--- src/rtl/arb4_rr.sv ---
// Four-requester round-robin arbiter with a bounded hold time.
// Each grant is followed by a single idle bubble. A timeout pulse flags a grant that was cut off by the hold limit.
//   state   | meaning
//   S_IDLE  | no owner; arbitrate among pending requests
//   S_GRANT | one requester owns the resource; count hold cycles
module arb4_rr #(
    parameter int unsigned MAX_HOLD = 8
) (
    input  logic       clk,
    input  logic       rst_n,
    input  logic [3:0] req,
    input  logic       rel,
    output logic [3:0] gnt,
    output logic [1:0] gnt_idx,
    output logic       gnt_valid,
    output logic       timeout
);

    localparam logic [0:0] S_IDLE  = 1'b0;
    localparam logic [0:0] S_GRANT = 1'b1;
    localparam logic [3:0] HOLD_LAST = 4'(MAX_HOLD - 1);

    logic [0:0] state_q, state_d;
    logic [1:0] last_q, last_d;
    logic [3:0] hold_q, hold_d;
    logic [3:0] gnt_q, gnt_d;
    logic       timeout_q, timeout_d;

    logic [1:0] winner;
    logic [1:0] cand;
    logic       found;
    logic       owner_req;
    logic       at_limit;
    logic       grant_end;

    // Search starts just after the last owner and wraps; k=4 lands back on the last owner.
    always_comb begin
        winner = last_q;
        cand   = last_q;
        found  = 1'b0;
        for (int k = 1; k <= 4; k++) begin
            cand = last_q + 2'(k);
            if (!found && req[cand]) begin
                winner = cand;
                found  = 1'b1;
            end
        end
    end

    assign owner_req = req[last_q];
    assign at_limit  = (hold_q == HOLD_LAST);
    assign grant_end = rel | ~owner_req | at_limit;

    always_comb begin
        state_d   = state_q;
        last_d    = last_q;
        hold_d    = hold_q;
        gnt_d     = gnt_q;
        timeout_d = 1'b0;
        case (state_q)
            S_IDLE: begin
                if (found) begin
                    state_d = S_GRANT;
                    last_d  = winner;
                    hold_d  = 4'd0;
                    gnt_d   = 4'b0001 << winner;
                end
            end
            S_GRANT: begin
                if (grant_end) begin
                    state_d   = S_IDLE;
                    gnt_d     = 4'b0000;
                    // A release or a dropped request wins over a coincident hold limit.
                    timeout_d = at_limit & ~rel & owner_req;
                end else begin
                    hold_d = hold_q + 4'd1;
                end
            end
            default: begin
                state_d = S_IDLE;
                gnt_d   = 4'b0000;
            end
        endcase
    end

    always_ff @(posedge clk or negedge rst_n) begin
        if (!rst_n) begin
            state_q   <= S_IDLE;
            last_q    <= 2'd3;
            hold_q    <= 4'd0;
            gnt_q     <= 4'b0000;
            timeout_q <= 1'b0;
        end else begin
            state_q   <= state_d;
            last_q    <= last_d;
            hold_q    <= hold_d;
            gnt_q     <= gnt_d;
            timeout_q <= timeout_d;
        end
    end

    assign gnt       = gnt_q;
    assign gnt_idx   = last_q;
    assign gnt_valid = (state_q == S_GRANT);
    assign timeout   = timeout_q;

endmodule

--- config.mk ---
export PLATFORM = sky130hd
export DESIGN_NAME = arb4_rr
export DESIGN_NICKNAME = d
export VERILOG_FILES = /design/src/rtl/arb4_rr.sv
export SDC_FILE = /design/constraint.sdc
export NUM_CORES = 1
export LEC_CHECK = 0
export CORE_MARGIN = 2
export CORE_UTILIZATION = 40
export DETAILED_ROUTE_END_ITERATION = 16
export PLACE_DENSITY = 0.65
export SLEW_MARGIN = 5
export SYNTH_ARGS = -nofsm -noshare
export SYNTH_HDL_FRONTEND = slang
export SYNTH_SLANG_ARGS = --single-unit
--- constraint.sdc ---
create_clock -name clk -period 2.2 [get_ports clk]
set_input_delay 0.22 -clock clk [delete_from_list [all_inputs] [get_ports clk]]
set_output_delay 0.22 -clock clk [all_outputs]
set_load 0.05 [all_outputs]
After elaboration in Yosys (flattened, before gate mapping)
Cells that the tools add are included.
{ "totals": {"regBits": 12, "output_inout_bits": 8, "wordCells": 61} }
{ "classes": {"n_addsub": 4, "order_cmp": 4, "n_eq_ne": 4, "shift": 1, "n_mux": 27, "n_bitwise": 7, "reduce_logical": 9} }
{ "op_table": {"columns": ["operator", "n"], "rows": [
  ["4-bit two-way mux", 4],
  ["4-bit one-hot mux with 2 select lines", 2],
  ["2-bit by 3-bit < comparator with 1-bit output (second input constant)", 4],
  ["1-bit two-way mux", 12],
  ["1-bit binary-select mux with 2-bit select", 4],
  ["2-bit two-way mux", 4],
  ["2-bit AND reduction", 3],
  ["2-bit adder (second input constant)", 2],
  ["4-bit by 1-bit adder with 4-bit output (second input constant)", 1],
  ["4-bit by 3-bit equality test with 1-bit output (second input constant)", 1],
  ["2-bit != test (second input constant)", 2],
  ["1-bit by 2-bit left shift with 4-bit output (first input constant)", 1],
  ["1-bit logical AND", 3],
  ["1-bit logical NOT", 3],
  ["1-bit inverter", 3],
  ["2-bit by 1-bit adder with 2-bit output (second input constant)", 1],
  ["1-bit bitwise AND", 2],
  ["2-bit by 1-bit != test with 1-bit output (second input constant)", 1],
  ["1-bit OR", 2],
  ["1-bit one-hot mux with 2 select lines", 1]
]} }

Depth between registers and ports, before layout
{ "logic_depth": {"word_depth": 16, "ltp_mapped": 5, "depth_no_buf": 5} }

Least setup slack after synthesis
No wires, ideal clock.
{ "synth_timing": {"path_kind": "reg-to-reg", "startpoint": "register last_q[1], in the netlist gnt_idx[1]", "endpoint": "register hold_q[2]", "arrival_ns": 1.710, "t_required_ns": 2.080, "slack_ns": 0.371, "stages_incl_launch_ff": 6, "n_path_buf": 1, "path_cell_list": "dfstp_2 -> buf_2 -> nand3b_1 -> a2bb2oi_4 -> or2_4 -> a31o_1"} }
{ "synth_between": {"elab_chain_len": 15, "elab_cells_between_ends": 27, "classes_between": "add/sub: 3; eq/ne: 2; mux: 12; bitwise: 3; reduce/logical: 7"} }
{ "synth_lines": {"columns": ["element", "line_no", "text"], "rows": [
  ["from (decl)", "24", "logic [1:0] last_q, last_d;"],
  ["from (signal assigned)", "95", "last_q <= last_d;"],
  ["2-bit by 1-bit adder with 2-bit output", "42", "cand = last_q + 2'(k);"],
  ["1-bit binary-select mux with 2-bit select", "43", "if (!found && req[cand]) begin"],
  ["1-bit two-way mux (not written as such)", "43", null],
  ["1-bit two-way mux", "43", null],
  ["1-bit logical NOT", "43", null],
  ["1-bit logical AND", "43", null],
  ["1-bit two-way mux", "43", null],
  ["1-bit logical NOT", "43", null],
  ["1-bit logical AND", "43", null],
  ["1-bit two-way mux", "43", null],
  ["1-bit logical NOT", "43", null],
  ["1-bit logical AND", "43", null],
  ["1-bit two-way mux", "43", null],
  ["2-bit != test (no line)", null, null],
  ["2-bit AND reduction (no line) (*)", null, null],
  ["to (signal assigned)", "96", "hold_q <= hold_d;"],
  ["to (decl)", "25", "logic [3:0] hold_q, hold_d;"]
]} }
Mark *: on every way between the ends. The rest lies on a longest branch, timed or not. The select of a mux whose other input is x is not followed.
A chain may end at the register's enable or synchronous reset.

Worst setup path after layout
{ "layout_timing": {"startpoint": "register last_q[1], in the netlist gnt_idx[1]", "endpoint": "output gnt_idx[1]"} }
{ "layout_lines": {"columns": ["element", "line_no", "text"], "rows": [
  ["to (decl)", "14", "output logic [1:0] gnt_idx,"]
]} }
No word-level cell between the ends.

==> impl_metrics.ini <==
[clock_tree]
cts_tree = yes
numCtsBuffers = 3
htree_num_levels = 1
cts.sink_count = 12
postCtsSetupRepairBufs = 0
path_clk_slew_ps = 70
worst_skew_pair.late_latency_ps = 270
clock-root-buffer = clkbuf_4
cts.path.max_buffers = 2
cts_resized = 0
postCtsHoldBufs = 0

[sta]
fin_skew_ps = 8.56
finalSetupTns_ps = 0
rsz0062_at_grt = no
min_period_ps = 1970
fin_crit_sh_pct = 89.4
postLayoutSetupSlackWorst_ps = 233
setup_violations = 0
fmax_mhz = 508
worstMarginPinSlew_ps = 523
slew_viol_final = 0
relSlewSlack_pct = 65.1
whs_ps = 295
report.final.hold_viol_count = 0

[grt]
grt_max_degree = 13
grt_pass1_vias = 526
overflow = 0
antenna_found_initial = 0
grt_pass1_wl_um = 2260
grt_usage_pct = 15.4

[power_and_ir_drop]
p_total_mw = 1.21
pwr_density_cell_nw_per_um2 = 1410
p_leak_nw = 0.351
peakVddDrop_mv = 0.658

[synthesis]
synth_nets = 73
synthSimpleGateAreaFrac_pct = 18.3
synth_xor_area_share_pct = 0
synth_fa_ha_area_share_pct = 1.81
ys_async_sr_fraction_pct = 100
synthMuxAreaShare_pct = 3.62
syn_area_per_cell_sq_um = 10.6
synth_top_family_by_area = compound AO/OA/AOI/OAI gates
yosysSeqAreaShare_pct = 43.8
netlist_instances = 65
yosys_warnings = 0
synth_area_sq_um = 692
synth_compound_area_share_pct = 28.6
synth_cell_types = 33
ys_ff_latch = 12
synth_edf_count = 0
synth_flop_cell = dfrtp_1

[final_layout]
drive_gt1_share_pct = 15.2
area_delta_synth_final_pct = 23.7
nets = 89
final_cells = 96
diodes = 0
fin_util_pct = 51.2
fin_area_sq_um = 856
nFillCells = 146

[worst_setup_path]
crit_required_ps = 1980
max_stage_delay_ps = 830
arrival_ps = 1750
critical_path_class = register to output pin
startpoint_type = register
slowest_stage = clkdlybuf4s50_1
cp_num_buf_inv = 1
end_kind = output pin
path_max_fanout = 10
crit_chain = clkdlybuf4s50_1
critPathTopFamily = buffers and inverters

[floorplan]
rows = 15
start_util_pct = 41.4
core_sq_um = 1670
die-area_sq_um = 2080
dieWidth_um = 45.6
io-pin-count = 15
die_h_um = 45.6

[detailed_routing]
drt-initial-drc-count = 13
route.detailed.drc = 0
wl_per_cell_um = 13.5
drt-vias-per-instance = 5.70
drtAntennaViolNets = 0
vias = 547
dr.pass1.iters = 4
wl_um = 1290

[outcome]
outcome = finished clean

[place]
port_buffers = 14
hpwl_um = 955
postPlaceCellArea_sq_um = 833
dp.cells = 93
pre_cts_ws_ps = 404
gp_congestion = 0.789

[flow_run]
drv_cap = 0

[min_path]
hold_path.class = primary input to asynchronous set/reset pin
==> cell usage in the layout, fill, tap and decap left out, drive strengths merged <==
cell type      count
clkdlybuf4s50     14
dfrtp             10
o21ai              7
nor2               5
nand2b             4
a32o               4
nand2              3
a21oi              3
o211ai             3
clkbuf             3
inv                2
dfstp              2
or2                2
nor4               1
mux2i              1
nand3b             1
mux2               1
nor3b              1
a2bb2oi            1
nor3               1
nor2b              1
a21o               1
a221oi             1
or2b               1
o21a               1
a221o              1
nand3              1
o31ai              1
a31o               1
ha                 1
==> area by class of cell <==
cell class / instances / area (sq um) / share of cell area [%]
flip-flops and latches: 12 / 303 / 35.4
inverters: 2 / 7.51 / 0.877
multi-input cells: 48 / 362 / 42.3
repair buffers: 14 / 140 / 16.4
well taps: 17 / 21.3 / 2.49
clock buffers: 3 / 22.5 / 2.63
==> power by group <==
part	internal (mW)	total [mW]	leakage, nW	switching [mW]
Sequential	0.313	0.407	0.155	0.0937
Clock	0.0632	0.127	0.0138	0.0640
Combinational	0.268	0.676	0.182	0.407
Total	0.645	1.21	0.351	0.565
==> synth_stat cells (2+ instances only) <==
cell type | number | area share (%)
o21ai_0 | 6 | 4.3
nor2_1 | 5 | 2.7
dfstp_2 | 2 | 7.6
dfrtp_1 | 10 | 36
nand2b_1 | 4 | 3.6
o211ai_1 | 3 | 3.3
a32o_1 | 4 | 5.8
inv_1 | 2 | 1.1
nand2_1 | 3 | 1.6
a21oi_1 | 3 | 2.2
==> path summary, 6_finish.rpt <==
| check | endpoint | slack, ps | start | depth (start not counted) |
|---|---|---|---|---|
| max | gnt_idx[1] | 230 | gnt_idx[1] | 1 |
| min | hold_q[1] | 290 | rst_n | 1 |
| max reg2reg | gnt[0] | 570 | gnt_idx[0] | 4 |
| min reg2reg | gnt[3] | 500 | gnt[3] | 1 |
| max in group asynchronous | gnt_idx[0] | 1540 | rst_n | 1 |
| min in group clk | gnt[3] | 500 | gnt[3] | 1 |
==> cell families after synthesis <==
logic type | after synthesis
compound gates | 24
simple gates | 21
flops | 12
buf+inv | 5
mux | 2
fa+ha+maj | 1
==> flip-flops by register name (all words and copies together), names as in the netlist <==
| signal | flops |
|---|---|
| gnt | 4 |
| hold_q | 4 |
| gnt_idx | 2 |
| gnt_valid | 1 |
| timeout | 1 |
==> per-layer routing <==
| layer | GRT usage [%] | part of all wire, % |
|---|---|---|
| met1 | 20.1 | 51 |
| met2 | 23.9 | 44 |
| met3 | 2.38 | 3.5 |
| met4 | 8.82 | 1.7 |
| met5 | 0 | 0 |
Power figures use the tool's default switching activity.
